[src/rtl/dmem_write_buffer_if.sv]
// Core-side and dmem-side signals of the store write buffer.
// slave: the buffer itself; master: the core plus dmem environment.
interface dmem_write_buffer_if #(
    parameter int AW = 32,
    parameter int DW = 32
);
    logic          cpu_we;
    logic          cpu_re;
    logic [AW-1:0] cpu_addr;
    logic [DW-1:0] cpu_wd;
    logic [DW-1:0] cpu_rd;
    logic          cpu_stall;
    logic          mem_we;
    logic [AW-1:0] mem_a;
    logic [DW-1:0] mem_wd;
    logic [DW-1:0] mem_rd;

    modport slave (
        input  cpu_we, cpu_re, cpu_addr, cpu_wd,
        output cpu_rd, cpu_stall,
        output mem_we, mem_a, mem_wd,
        input  mem_rd
    );

    modport master (
        output cpu_we, cpu_re, cpu_addr, cpu_wd,
        input  cpu_rd, cpu_stall,
        input  mem_we, mem_a, mem_wd,
        output mem_rd
    );
endinterface

[src/rtl/dmem_write_buffer.sv]
// Store write buffer between the memory stage and single-port dmem.
// DMEM_WB_FORWARD_EN: forward buffered data to loads instead of stalling.
module dmem_write_buffer #(
    parameter int DEPTH = 4,
    parameter int AW    = 32,
    parameter int DW    = 32
) (
    input  logic                 clk,
    input  logic                 resetn,
    dmem_write_buffer_if.slave   bus,
    output logic                 empty
);
    localparam int PW = $clog2(DEPTH);
    localparam int CW = $clog2(DEPTH + 1);

    logic [AW-1:0] ent_a [DEPTH];
    logic [DW-1:0] ent_d [DEPTH];
    logic [PW-1:0] head;
    logic [PW-1:0] tail;
    logic [CW-1:0] count;

    logic [PW-1:0] idx;
    logic          hit;
    logic          full;
    logic          load_stall;
    logic          port_load;
    logic          drain;
    logic          push;
`ifdef DMEM_WB_FORWARD_EN
    logic [DW-1:0] hit_d;
`endif

    assign empty = (count == '0);
    assign full  = (count == CW'(DEPTH));

    // Scan valid entries oldest to youngest; the last match wins.
    always_comb begin
        hit = 1'b0;
        idx = head;
`ifdef DMEM_WB_FORWARD_EN
        hit_d = '0;
`endif
        for (int i = 0; i < DEPTH; i++) begin
            idx = head + PW'(i);
            if ((CW'(i) < count) && (ent_a[idx] == bus.cpu_addr)) begin
                hit = 1'b1;
`ifdef DMEM_WB_FORWARD_EN
                hit_d = ent_d[idx];
`endif
            end
        end
    end

`ifdef DMEM_WB_FORWARD_EN
    assign load_stall = 1'b0;
    assign bus.cpu_rd = hit ? hit_d : bus.mem_rd;
`else
    // A matching load waits and yields the port so the buffer drains.
    assign load_stall = bus.cpu_re & hit;
    assign bus.cpu_rd = bus.mem_rd;
`endif

    assign port_load = bus.cpu_re & ~load_stall;
    assign drain     = ~empty & ~port_load;
    assign push      = bus.cpu_we & (~full | drain);

    assign bus.cpu_stall = (bus.cpu_we & full & ~drain) | load_stall;
    assign bus.mem_we    = drain;
    assign bus.mem_a     = drain ? ent_a[head] : bus.cpu_addr;
    assign bus.mem_wd    = ent_d[head];

    // Entry payload; contents need no reset since count gates validity.
    always_ff @(posedge clk) begin
        if (push) begin
            ent_a[tail] <= bus.cpu_addr;
            ent_d[tail] <= bus.cpu_wd;
        end
    end

    // Pointers and occupancy; reset discards any pending stores.
    always_ff @(posedge clk or negedge resetn) begin
        if (!resetn) begin
            head  <= '0;
            tail  <= '0;
            count <= '0;
        end else begin
            if (drain) head <= head + 1'b1;
            if (push)  tail <= tail + 1'b1;
            unique case ({push, drain})
                2'b10:   count <= count + 1'b1;
                2'b01:   count <= count - 1'b1;
                default: count <= count;
            endcase
        end
    end
endmodule
[src/flat_wrapper.sv]
// flat-port wrapper written by rule: the top's interface ports become plain ports
module dmem_write_buffer_flat 
#(
    parameter int DEPTH = 4,
    parameter int AW    = 32,
    parameter int DW    = 32
)
  (clk, resetn, empty, bus_cpu_we, bus_cpu_re, bus_cpu_addr, bus_cpu_wd, bus_cpu_rd, bus_cpu_stall, bus_mem_we, bus_mem_a, bus_mem_wd, bus_mem_rd);
  dmem_write_buffer_if #(.AW(AW), .DW(DW)) bus_i ();
  input  logic clk;
  input  logic resetn;
  output logic empty;
  input wire logic [$bits(bus_i.cpu_we)-1:0] bus_cpu_we;
  input wire logic [$bits(bus_i.cpu_re)-1:0] bus_cpu_re;
  input wire logic [$bits(bus_i.cpu_addr)-1:0] bus_cpu_addr;
  input wire logic [$bits(bus_i.cpu_wd)-1:0] bus_cpu_wd;
  output wire logic [$bits(bus_i.cpu_rd)-1:0] bus_cpu_rd;
  output wire logic [$bits(bus_i.cpu_stall)-1:0] bus_cpu_stall;
  output wire logic [$bits(bus_i.mem_we)-1:0] bus_mem_we;
  output wire logic [$bits(bus_i.mem_a)-1:0] bus_mem_a;
  output wire logic [$bits(bus_i.mem_wd)-1:0] bus_mem_wd;
  input wire logic [$bits(bus_i.mem_rd)-1:0] bus_mem_rd;
  assign bus_i.cpu_we = bus_cpu_we;
  assign bus_i.cpu_re = bus_cpu_re;
  assign bus_i.cpu_addr = bus_cpu_addr;
  assign bus_i.cpu_wd = bus_cpu_wd;
  assign bus_cpu_rd = bus_i.cpu_rd;
  assign bus_cpu_stall = bus_i.cpu_stall;
  assign bus_mem_we = bus_i.mem_we;
  assign bus_mem_a = bus_i.mem_a;
  assign bus_mem_wd = bus_i.mem_wd;
  assign bus_i.mem_rd = bus_mem_rd;
  dmem_write_buffer #(.DEPTH(DEPTH), .AW(AW), .DW(DW)) u_core (.clk(clk), .resetn(resetn), .bus(bus_i), .empty(empty));
endmodule
[config.mk]
export PLATFORM = sky130hd
export DESIGN_NAME = dmem_write_buffer_flat
export DESIGN_NICKNAME = d
export VERILOG_FILES = /design/src/rtl/dmem_write_buffer_if.sv /design/src/rtl/dmem_write_buffer.sv /design/src/flat_wrapper.sv
export SDC_FILE = /design/constraint.sdc
export NUM_CORES = 1
export LEC_CHECK = 0
export CAP_MARGIN = 20
export CORE_AREA = 4 4 200 202
export CTS_CLUSTER_DIAMETER = 100
export DETAILED_ROUTE_END_ITERATION = 16
export DIE_AREA = 0 0 204 206
export GPL_TIMING_DRIVEN = 0
export MAX_ROUTING_LAYER = met4
export PLACE_DENSITY = 0.71
export SYNTH_ARGS = -nofsm -noshare
export SYNTH_HDL_FRONTEND = slang
export SYNTH_SLANG_ARGS = --single-unit
[constraint.sdc]
create_clock -name clk -period 6.6 [get_ports clk]
set_input_delay 1.32 -clock clk [delete_from_list [all_inputs] [get_ports clk]]
set_output_delay 1.32 -clock clk [all_outputs]
set_load 0.02 [all_outputs]
==> impl_summary.md, run 1 <==
Outcome
The flow ran to the end, but the final reports show violations. The final reports fail on setup timing.

Place
The post-placement cell area is 17600 um2. The count of input and output buffers is 166. The number of placed instances, taps included, is 1654.

The worst-case setup slack after placement is -0.213 ns. The detailed placement HPWL is 34300 um. At the end of routability-driven placement, the weighted congestion stood at 0.991.

STA
Setup slack on the critical path of the routed design comes to -0.0211 ns. Setup repair after global routing left no endpoint under its margin. The final number of setup-violating endpoints is 2. The final hold violation count is 0.

The worst-case clock skew is 0.0473 ns. At the pin with the least slew margin, the transition time is 0.857 ns. The total count of max-transition violations in the final report is 0. For the finished layout, the period the worst path requires is 6.62 ns. The maximum operating frequency is 151 MHz. The worst slew slack as a fraction of its limit is 0.428. Hold is met by 0.547 ns. Dividing the final minimum period by the clock period gives 1.00.

Setup path
The largest stage delay on the critical path is 0.77 ns. For the worst setup path, the data required time is 5.28 ns. Among all stages on the critical path, the largest delay is contributed by sky130_fd_sc_hd__clkdlybuf4s50_1. STA classifies the critical path endpoint as an output pin. The critical path start-end classification is input port to output pin. The data arrival at the endpoint of the critical path is 5.30 ns. The type of element launching the critical path is an input port. Along the worst path, the maximum fanout reaches 14. The critical path goes through clkdlybuf4s50_1 > a222oi_1 > o2111ai_1 > or4_1 > o2111ai_2 > o21ai_4 > buf_12 > buf_6 > mux2_4 > clkdlybuf4s50_1. The cell that appears most often on the critical path is sky130_fd_sc_hd__clkdlybuf4s50_1.

Drt
The routed wire length per instance is 27.7 um. In this run, the number of DRC markers left after iteration 0 of detailed routing was 900. Dividing the detail-routed via count by the number of cells gives 5.79. The number of iterations in the first detailed-routing pass is 7. In the routed design, unresolved DRC markers number 0. The antenna violation net count after detailed routing is 0. The final layout contains routed wiring with a total length of 47000 um. For this block, the via count after detailed routing is 9832.

Synthesis
After synthesis, the share of flip-flops with an asynchronous set or reset is 0.0266. The synthesized netlist contains 60 unique library cells. The number of enable-type register cells in the synthesized netlist is 256. The complex-gate fraction of the synthesized area is 0.0442.

Ranked by total cell area, the synthesized netlist is headed by sky130_fd_sc_hd__edfxtp_1, sky130_fd_sc_hd__mux4_2, sky130_fd_sc_hd__mux2i_1. The post-synthesis register bit count is 263. The Yosys step of the flow raised 0 warnings. In the post-synthesis netlist, the cell with the most instances is sky130_fd_sc_hd__edfxtp_1. The synthesized netlist net count is 1070.

The share of synthesized area in the top cell type comes to 0.509. After synthesis, the largest family of logic cells by area is multiplexers. The synthesized design spends more area on one cell type than any other, namely sky130_fd_sc_hd__edfxtp_1.

For this run, the leading register cell type out of synthesis is sky130_fd_sc_hd__edfxtp_1. The synthesized netlist cell count is 962. Of the synthesized area, sequential elements account for 0.521. The share of the synthesized netlist area taken by xor and xnor gates is 0.0632. After synthesis, the most frequently instantiated cells are sky130_fd_sc_hd__edfxtp_1, sky130_fd_sc_hd__mux4_2, sky130_fd_sc_hd__mux2i_1. Of the total synthesized cell area, the portion taken by AND, OR, NAND and NOR gates is 0.0391. The post-synthesis share of cell area spent on full adders, half adders and majority gates is 0.00663. The area of the mapped netlist is 15100 um2. Measured against the total synthesized area, the mux share comes to 0.270. The average instance in the mapped netlist occupies 15.7 um2.

CTS
No sink is reached through more buffers than the 3 on the longest clock path. The number of clock sinks seen by CTS is 263. Buffers inserted to repair hold after CTS numbered 0.

In this run the number of H-tree levels came out at 1. Clock-pin slew was measured on the worst setup and hold paths at 0.06 ns. The later pin in the worst-skew pair is clocked with a latency of 0.58 ns. The cell sitting at the root of the clock tree is a sky130_fd_sc_hd__clkbuf_16. TritonCTS built the clock tree. The number of buffers added by the clock tree synthesis step is 28.

Layout
The post-layout instance count excluding filler cells is 1698. The share of final-layout standard cells stronger than drive strength 1 is 0.249. The design area is 18500 um2. The count of fill cells added during filler insertion is 3271.

From synthesis to final layout, the design area changed by 22.6%. At the end of the flow, the number of nets in the layout was 1267.

Power
The overall power is 8670 uW. The worst-case IR drop observed on VDD is 256 uV. The power density over cell area is 468 nW/um2. The static leakage power is 0.00633 uW.

Global routing
The final global-route overflow total is 0. The initial antenna violation count came to 2. The number of global-route vias before repair came to 10100. The first-pass GRT wire length is 66800 um. The pin count of the biggest net entering global routing is 29. The global-route total usage across every layer is 0.223.

Worst hold path
The kind of path behind the tightest hold check is register to register.

Job
The count of maximum capacitance violations is 0.

Floorplan
The area enclosed by the die boundary is 42000 um2. The number of rows created at floorplan is 72. The initial standard-cell utilization of the core is 0.395. During I/O placement, the number of pins put on the boundary was 199. The area of the placeable core is 38300 um2. The vertical extent of the die is 206 um. The floorplan step set the die width to 204 um.
[cell type report]
class                   instances  area, um2  area share
multi-input cells             565       6440       0.348
diodes                          2       5.00    0.000270
inverters                      23       86.3     0.00466
plain buffers                 102        734      0.0397
clock inverters                19        173     0.00933
clock buffers                  30        708      0.0383
repair buffers                176       1850       0.100
flip-flops and latches        263       7860       0.425
well taps                     518        648      0.0350
[where the power goes]
group / total (uW) / internal [uW] / switching [uW]
clock network: 1500 / 853 / 647
logic: 4780 / 2170 / 2610
registers: 2380 / 2210 / 174
total: 8670 / 5230 / 3430
[final timing paths]
| check | from | endpoint | slack [ns] | depth (start not counted) |
|---|---|---|---|---|
| max | bus_cpu_addr[15] | bus_mem_a[7] | -0.02 | 10 |
| min in group asynchronous | resetn | u_core.head[0]$_DFFE_PN0N_ | 1.09 | 1 |
| min reg2reg | u_core.tail[0]$_DFFE_PN0P_ | u_core.tail[0]$_DFFE_PN0P_ | 0.55 | 1 |
| max reg2reg | u_core.head[0]$_DFFE_PN0N_ | u_core.ent_a[3][29]$_DFFE_PP_ | 1.55 | 14 |
| min | u_core.tail[0]$_DFFE_PN0P_ | u_core.tail[0]$_DFFE_PN0P_ | 0.55 | 1 |
| max in group asynchronous | resetn | u_core.count[2]$_DFFE_PN0P_ | 5.11 | 1 |
[per-layer routing]
layer	vias up	GRT usage	share of wire
met4	0	0.0639	0.034
met3	87	0.0676	0.11
li1	4217	-	-
met2	512	0.360	0.47
met5	-	-	0
met1	5016	0.276	0.39
[metrics by stage]
stage	utilization	TNS (ns)
3_3_place_gp	0.455	-919.46
2_1_floorplan	-	0
5_1_grt	0.484	0
6_report	0.484	-0.0300
4_1_cts	0.483	0
3_5_place_dp	0.460	-2.88
[critical path, delay by kind of cell]
kind                   cells  cell delay, ns
multiplexers               1            0.33
AND/OR/NAND/NOR            1            0.52
buffers and inverters      4            1.68
AO/OA/AOI/OAI              4            1.43
[kinds of logic (layout without fill, tap and decap cells)]
family | count (synthesis) | after routing
AOI/OAI and AO/OA | 89 | 89
xor gates and xnor gates | 109 | 109
adders and majority gates | 8 | 8
buffers and inverters | 134 | 350
DFF | 263 | 263
muxes | 248 | 248
other | 0 | 2
and+or+nand+nor | 111 | 111
[sequential cells by signal (all words and copies together), names as in the netlist]
| signal | flops |
|---|---|
| u_core.tail | 2 |
| u_core.ent_a | 128 |
| u_core.count | 3 |
| u_core.ent_d | 128 |
| u_core.head | 2 |
[cells in the final DEF, fill, tap and decap left out, types with 8 or more instances in the layout]
cell type	Yosys	routed
sky130_fd_sc_hd__buf_12	1	10
sky130_fd_sc_hd__buf_2	9	9
sky130_fd_sc_hd__mux2_4	24	24
sky130_fd_sc_hd__mux4_2	116	116
sky130_fd_sc_hd__xnor2_1	91	89
sky130_fd_sc_hd__nand4_1	23	23
sky130_fd_sc_hd__nand3_1	13	13
sky130_fd_sc_hd__clkbuf_1	28	23
sky130_fd_sc_hd__o21ai_0	19	19
sky130_fd_sc_hd__mux2i_1	92	92
sky130_fd_sc_hd__inv_1	23	23
sky130_fd_sc_hd__ha_1	8	8
sky130_fd_sc_hd__nand2_1	22	22
sky130_fd_sc_hd__mux2_2	14	14
sky130_fd_sc_hd__or3_1	8	8
sky130_fd_sc_hd__xor2_1	18	18
sky130_fd_sc_hd__edfxtp_1	256	256
sky130_fd_sc_hd__buf_4	45	46
sky130_fd_sc_hd__clkdlybuf4s50_1	0	164
sky130_fd_sc_hd__a21oi_1	11	11
sky130_fd_sc_hd__nor2_1	18	14
sky130_fd_sc_hd__clkbuf_16	0	28
sky130_fd_sc_hd__buf_6	16	16
[timing repair]
item	in CTS	in global routing
setup buffers	2	0
endpoints found under the setup margin	28	29
resized for setup	0	9
pin swaps	1	0
(Power assumes the default switching activity.)
==> inputs of run 2 (changes only) <==
- CAP_MARGIN: 20 -> 0
==> run 2 against run 1 <==
The flow now finishes without violations. Sequential share of layout area about the same. Cell count increased by 0.18%. Sequential power about the same. Largest power group unchanged.
==> impl_summary.md, run 2 (synthesis results as in run 1) <==
STA
For the pin with the worst max-slew slack, the measured transition is 0.856 ns. The post-route minimum period is 6.59 ns. Derived from the worst setup path, the maximum achievable clock frequency is 152 MHz. Setup slack on the critical path of the routed design comes to 0.00971 ns. Setup violations remaining at the end of the flow were counted as 0. The total count of max-transition violations in the final report was 0. The worst-case clock skew is 0.0104 ns.

Hold is met by 0.541 ns. Of the available clock period, the critical path in the final layout requires 0.999. The final hold violation count is 0.

Measured against its own limit, the worst slew margin works out to 0.428.

Drt
The final wirelength is 47000 um. The antenna violation net count after detailed routing is 0. The number of iterations in the first detailed-routing pass is 5. The via count is 9966. The initial DRC count is 836. The DRC violation count after routing is 0. In the routed layout, each cell is associated on average with a via count of 5.86. After detailed routing, the average wire length per cell comes to 27.7 um.

Power
The net switching power of the design is 3430 uW. The overall power is 8670 uW. The total internal power is 5240 uW.

The maximum ir drop on the vdd rail is 262 uV. The proportion of power drawn by flip-flops and latches is 0.275. The clock power share is 0.173. The switching portion of total power is 0.396. The power density over cell area is 468 nW/um2. The static leakage power is 0.00632 uW. Of the total power, combinational logic draws 0.552.

Job
Max-cap violations in this run came to 0.

Setup path
In this run the worst path has a maximum fanout of 10. Traced cell by cell, the critical path runs through clkdlybuf4s50_1 > clkbuf_1 > xnor2_1 > o2111ai_1 > or4_1 > o2111ai_2 > o21ai_4 > buf_12 > buf_6 > mux2_4 > clkdlybuf4s50_1. The data arrival at the endpoint of the critical path is 5.27 ns. The worst-case reg-to-reg path depth is 13. The type of element capturing the critical path is an output pin.

The startpoint of the lowest-slack register-to-register path is u_core.head[0]$_DFFE_PN0N_. The required time of the worst setup path is 5.28 ns. The largest stage delay on the critical path is 0.64 ns. The register-to-register setup slack is 1.57 ns. The type of element launching the critical path is an input port.

The cell repeated most along the worst path is sky130_fd_sc_hd__clkdlybuf4s50_1. The slowest stage of the critical path is the sky130_fd_sc_hd__or4_1 cell. The endpoint identified for the worst register-to-register timing path is u_core.ent_a[3][29]$_DFFE_PP_. The critical path start-end classification is input port to output pin.

Layout
Leaving out fill and tap cells, the most frequent cells in the layout are sky130_fd_sc_hd__edfxtp_1, sky130_fd_sc_hd__clkdlybuf4s50_1, sky130_fd_sc_hd__mux4_2. The sequential standard cell area is 7860 um2. The layout-stage area growth over the synthesis result is 22.5%. The final net count is 1267. The layout has 3236 filler cells. In the final layout, the multi-input gates occupy 6430 um2.

In the final layout, the registers with the most flip-flops are u_core.ent_a x128, u_core.ent_d x128, u_core.count x3. The most common library cell in the layout ignoring fill and taps is sky130_fd_sc_hd__edfxtp_1. In the final layout, the share of cells above drive strength 1 is 0.246.

Worst hold path
The worst hold path begins at u_core.tail[0]$_DFFE_PN0P_. Counting instances, the worst hold path has a depth of 1. The path with the worst hold slack has its endpoint at u_core.tail[0]$_DFFE_PN0P_. The kind of path behind the tightest hold check is register to register.

Outcome
The flow ran to the end, and the final reports show no timing, DRC or antenna violations.

CTS
In this run the clock root is driven by a sky130_fd_sc_hd__clkbuf_16. The number of clock sinks seen by CTS is 263. The clock-pin slew of the registers on the worst-case setup and hold paths is 0.06 ns.

Clock latency on the worst-skew pair, taken at its later pin, is 0.57 ns. The depth of the CTS H-tree is 1. Buffers inserted during clock tree synthesis total 28. The CTS tree is yes. The longest clock path from root to sink contains 3 buffers.

Floorplan
199 I/O pins were placed. The core region is 38300 um2. The initial standard-cell utilization of the core is 0.395. The chip width is 204 um.

The vertical extent of the die is 206 um. The floorplan has 72 rows. The die covers 42000 um2.

Place
Prior to clock tree synthesis, the placed netlist has a worst setup slack of -0.209 ns. The wire-length estimate of the detail-placed layout is 34300 um. The count of input and output buffers is 166. The routability-driven placement congestion ratio is 0.991.

Global routing
Entering global routing, the biggest net connects 29 pins. In the global route stage, overall resource usage came out at 0.224. The first-pass GRT wire length is 67200 um. Global routing finished with a remaining overflow of 0. The initial antenna violation count is 3.

The number of global-route vias before repair is 10100.
## run 2: cell types whose count changed in the layout (fill, tap and decap cells not counted), sizes merged
cell / previous run / this run
clkinvlp: 3 / 4
diode: 2 / 4
clkinv: 14 / 11
clkbuf: 52 / 55
## run 2: worst max-delay path: cells and delay by family
kind                   cells  cell delay, ns
AO/OA/AOI/OAI              3            0.85
AND/OR/NAND/NOR            1            0.64
buffers and inverters      5            1.63
XOR/XNOR                   1            0.50
multiplexers               1            0.32
## run 2: final cells by class
type	count	area share
diodes	4	0.000541
plain buffers	102	0.0397
clock buffers	33	0.0389
clock inverters	17	0.00879
inverters	23	0.00466
multi-input cells	565	0.347
flip-flops and latches	263	0.425
well taps	518	0.0350
repair buffers	176	0.100
## run 2: worst max-delay path by stage
stage / from / end / slack (ns)
floorplan: bus_cpu_addr[1] / u_core.ent_a[0][0]$_DFFE_PP_ / 0.31
finish: bus_cpu_addr[22] / bus_mem_a[7] / 0.01
detailed placement: bus_cpu_addr[13] / bus_mem_a[13] / -0.21
global placement: bus_cpu_addr[15] / u_core.ent_a[1][23]$_DFFE_PP_ / -3.62
global route: bus_cpu_addr[22] / bus_mem_a[7] / -0.04
CTS: bus_cpu_addr[13] / bus_mem_a[7] / 0.006
## run 2: timing repair
| action | in CTS | in global routing |
|---|---|---|
| pin swaps | 1 | 1 |
| gates resized for setup | 0 | 7 |
| setup buffers | 2 | 0 |
| setup endpoints to repair | 28 | 29 |
| hold buffers | 0 | 0 |
| gates cloned | 0 | 0 |
## run 2: per-stage QoR
stage / util / cell area, um2 / cells / TNS [ns]
CTS: 0.483 / 18500 / 1704 / 0
finish: 0.483 / 18500 / 1701 / 0
detailed placement: 0.460 / 17600 / 1654 / -2.79
floorplan: - / 15100 / 962 / 0
global placement: 0.455 / 17400 / 1646 / -919.46
global route: 0.483 / 18500 / 1700 / -0.224
## run 2: power groups by stage
stage               clock (uW)  combinational (uW)  sequential [uW]
finish                    1500                4780             2380
global route              1600                5010             2410
CTS                       1540                4770             2380
detailed placement           0                4740             2410
global placement             0                4660             2460
floorplan                    0                3080             2380
## run 2: metal layers
| layer | vias to the layer above | global-route usage | part of all wire |
|---|---|---|---|
| li1 | 4215 | - | - |
| met5 | - | - | 0 |
| met4 | 0 | 0.0639 | 0.034 |
| met1 | 5110 | 0.280 | 0.38 |
| met2 | 546 | 0.363 | 0.48 |
| met3 | 95 | 0.0596 | 0.10 |
==> inputs of run 3 (changes only) <==
- CORE_AREA: 4 4 200 202 -> 2 2 198 200
- DIE_AREA: 0 0 204 206 -> 0 0 200 202
- clock period: 6.6 -> 6.9 ns (I/O delays scaled with it)
==> run 3 against run 2 <==
Via count up 0.14%. Critical path depth increased by 2. First-iteration DRC count increased by 16%. Cell count grew 0.41%. Non-clock buffer count rose by 5. Flip-flop and latch count is the same. Largest cell class unchanged. Largest power group unchanged. Highest routed layer unchanged.
==> impl_summary.md, run 3 (synthesis results as in run 1) <==
Outcome
The run finished with clean final reports.

STA
Hold is met by 0.542 ns. The final hold violation count was 0. The total count of max-transition violations in the final report was 0. Setup repair after global routing left no endpoint under its margin. Setup slack on the critical path of the routed design comes to 0.0521 ns. The maximum operating frequency is 146 MHz. For the final database, setup skew stands at 0.0286 ns. The total negative slack is 0 ns.

The smallest clock period supported by the final layout is computed as 6.85 ns. In the finished design, the share of the clock period the worst path needs comes to 0.992. The actual slew at the worst max-slew pin is 0.865 ns. The final number of setup-violating endpoints is 0. Measured against its own limit, the worst slew margin works out to 0.422.

Setup path
The required time of the worst setup path is 5.52 ns. In this design, the stage delay of the slowest critical-path cell is 0.67 ns. The cell type of the slowest stage on the worst timing path is sky130_fd_sc_hd__clkdlybuf4s50_1. The data arrival at the endpoint of the critical path is 5.47 ns. The buffer and inverter count on the worst path is 6. The cell class contributing the biggest share of worst-path delay is buffers and inverters. The type of element capturing the critical path is an output pin.

The signal on the critical path passes through clkdlybuf4s50_1 > clkbuf_1 > inv_1 > o2bb2a_1 > o2111ai_1 > a2111oi_0 > nand4_1 > o2111ai_2 > o21ai_4 > buf_6 > inv_1 > o21ai_0 > clkdlybuf4s50_1. The critical-path maximum fanout is 10. STA classifies the critical path startpoint as an input port. The critical path start-end classification is input port to output pin.

Power
The maximum ir drop on the vdd rail is 331 uV. The static leakage power is 0.00640 uW. Power spread over the standard cell area amounts to 456 nW/um2.

Drt
The initial DRC count is 971. After detailed routing, the average wire length per cell comes to 27.3 um. In this run the remaining antenna-violating nets after routing total 0. The number of iterations in the first detailed-routing pass is 6.

The DRC violation count after routing is 0. After detailed routing, the number of vias per cell comes to 5.84. The final wirelength is 46700 um.

The via count is 9980.

Global routing
The initial antenna violation count is 0. The pin count of the biggest net entering global routing is 27. The number of global-route vias before repair came to 10100.

The first-pass GRT wire length is 67200 um. After global routing the overflow that remains totals 0. The global-route total usage across every layer is 0.238.

Layout
After routing the design area is 18700 um2. The share of final-layout standard cells stronger than drive strength 1 is 0.249. The total inserted antenna cells is 0. The largest registers in the layout are u_core.ent_a x128, u_core.ent_d x128, u_core.count x3. For this run, the share of the core covered by cells in the final layout is 0.487.

The most common library cell in the layout ignoring fill and taps is sky130_fd_sc_hd__edfxtp_1. The library cells used most frequently in the layout, excluding fill and tap cells, are sky130_fd_sc_hd__edfxtp_1, sky130_fd_sc_hd__clkdlybuf4s50_1, sky130_fd_sc_hd__mux4_2. Relative to the synthesized area, the layout overhead comes to 23.5%.

The final net count is 1274.

Floorplan
The area of the placeable core is 38300 um2. In this run the vertical extent of the chip is 202 um. The number of placed I/O pins is 199. The initialized floorplan defines 72 standard-cell rows. The die covers 40400 um2. For this configuration, the core starts out at a cell density of 0.395.

In this run the horizontal extent of the chip is 200 um.

CTS
The root buffer cell chosen for the clock tree is sky130_fd_sc_hd__clkbuf_16. Clock latency on the worst-skew pair, taken at its later pin, is 0.58 ns. The tree built by TritonCTS fans out to 263 sinks.

Buffers inserted to repair hold after CTS numbered 0. After clock tree synthesis, the clock-pin slew on the worst setup and hold paths is 0.06 ns. Counting along the longest clock path gives a buffer depth of 3. The depth of the CTS H-tree is 1. The number of buffers added by the clock tree synthesis step is 30. TritonCTS built the clock tree.

Place
Port buffering added 166 buffers. OpenSTA, run right after detailed placement, puts the worst setup slack at -0.134 ns. Detailed placement ended at an HPWL of 33900 um. The routability-driven placement congestion ratio is 0.998. The post-placement cell area is 17600 um2.

Worst hold path
The min-delay analysis places its worst path in the category register to register.

Job
The count of maximum capacitance violations is 0.
run 3: cell count changes in the layout (fill, tap and decap cells not counted), moves of 2 or more:
cell and delta:
sky130_fd_sc_hd__clkbuf_1 +9, sky130_fd_sc_hd__clkinv_1 -5, sky130_fd_sc_hd__clkinv_2 +2, sky130_fd_sc_hd__clkinvlp_4 -4
sky130_fd_sc_hd__diode_2 -4, sky130_fd_sc_hd__inv_6 +3, sky130_fd_sc_hd__bufinv_16 +3, sky130_fd_sc_hd__clkbuf_16 +2
run 3: worst paths after layout:
path,slack [ns],startpoint,end,cells past startpoint
worst max-delay path,0.05,bus_cpu_addr[13],bus_mem_a[13],13
worst min-delay path,0.54,u_core.tail[0]$_DFFE_PN0P_,u_core.tail[0]$_DFFE_PN0P_,1
worst max register to register,1.64,u_core.head[0]$_DFFE_PN0N_,u_core.ent_d[2][16]$_DFFE_PP_,14
worst min register to register,0.54,u_core.tail[0]$_DFFE_PN0P_,u_core.tail[0]$_DFFE_PN0P_,1
max in group asynchronous,5.34,resetn,u_core.head[0]$_DFFE_PN0N_,1
min in group asynchronous,1.17,resetn,u_core.tail[1]$_DFFE_PN0P_,1
run 3: final cells by class:
| class | instances | area [um2] |
|---|---|---|
| multi-input cells | 565 | 6420 |
| clock buffers | 39 | 795 |
| well taps | 518 | 648 |
| inverters | 23 | 86.3 |
| plain buffers | 107 | 752 |
| fillers | 3235 | 19600 |
| repair buffers | 176 | 1840 |
| flip-flops and latches | 263 | 7860 |
| clock inverters | 17 | 249 |
run 3: routing by layer:
| layer | vias up | GRT usage | share of wire |
|---|---|---|---|
| met5 | - | - | 0 |
| met4 | 0 | 0.0788 | 0.039 |
| met3 | 107 | 0.0771 | 0.11 |
| met2 | 577 | 0.372 | 0.47 |
| met1 | 5071 | 0.294 | 0.38 |
| li1 | 4225 | - | - |
run 3: what timing repair did:
action	in CTS	in global routing
gates resized for setup	1	1
setup buffers	0	2
setup endpoints to repair	3	6
pin swaps	0	1
run 3: per-stage QoR:
step	power, uW	instances
finish	8500	1708
global route	8840	1708
CTS	8510	1709
detailed placement	6820	1654
global placement	6800	1646
floorplan	5220	962
run 3: power breakdown:
part	switching, uW	internal [uW]
Sequential	164	2110
Clock	660	1010
Combinational	2490	2070
Total	3310	5190
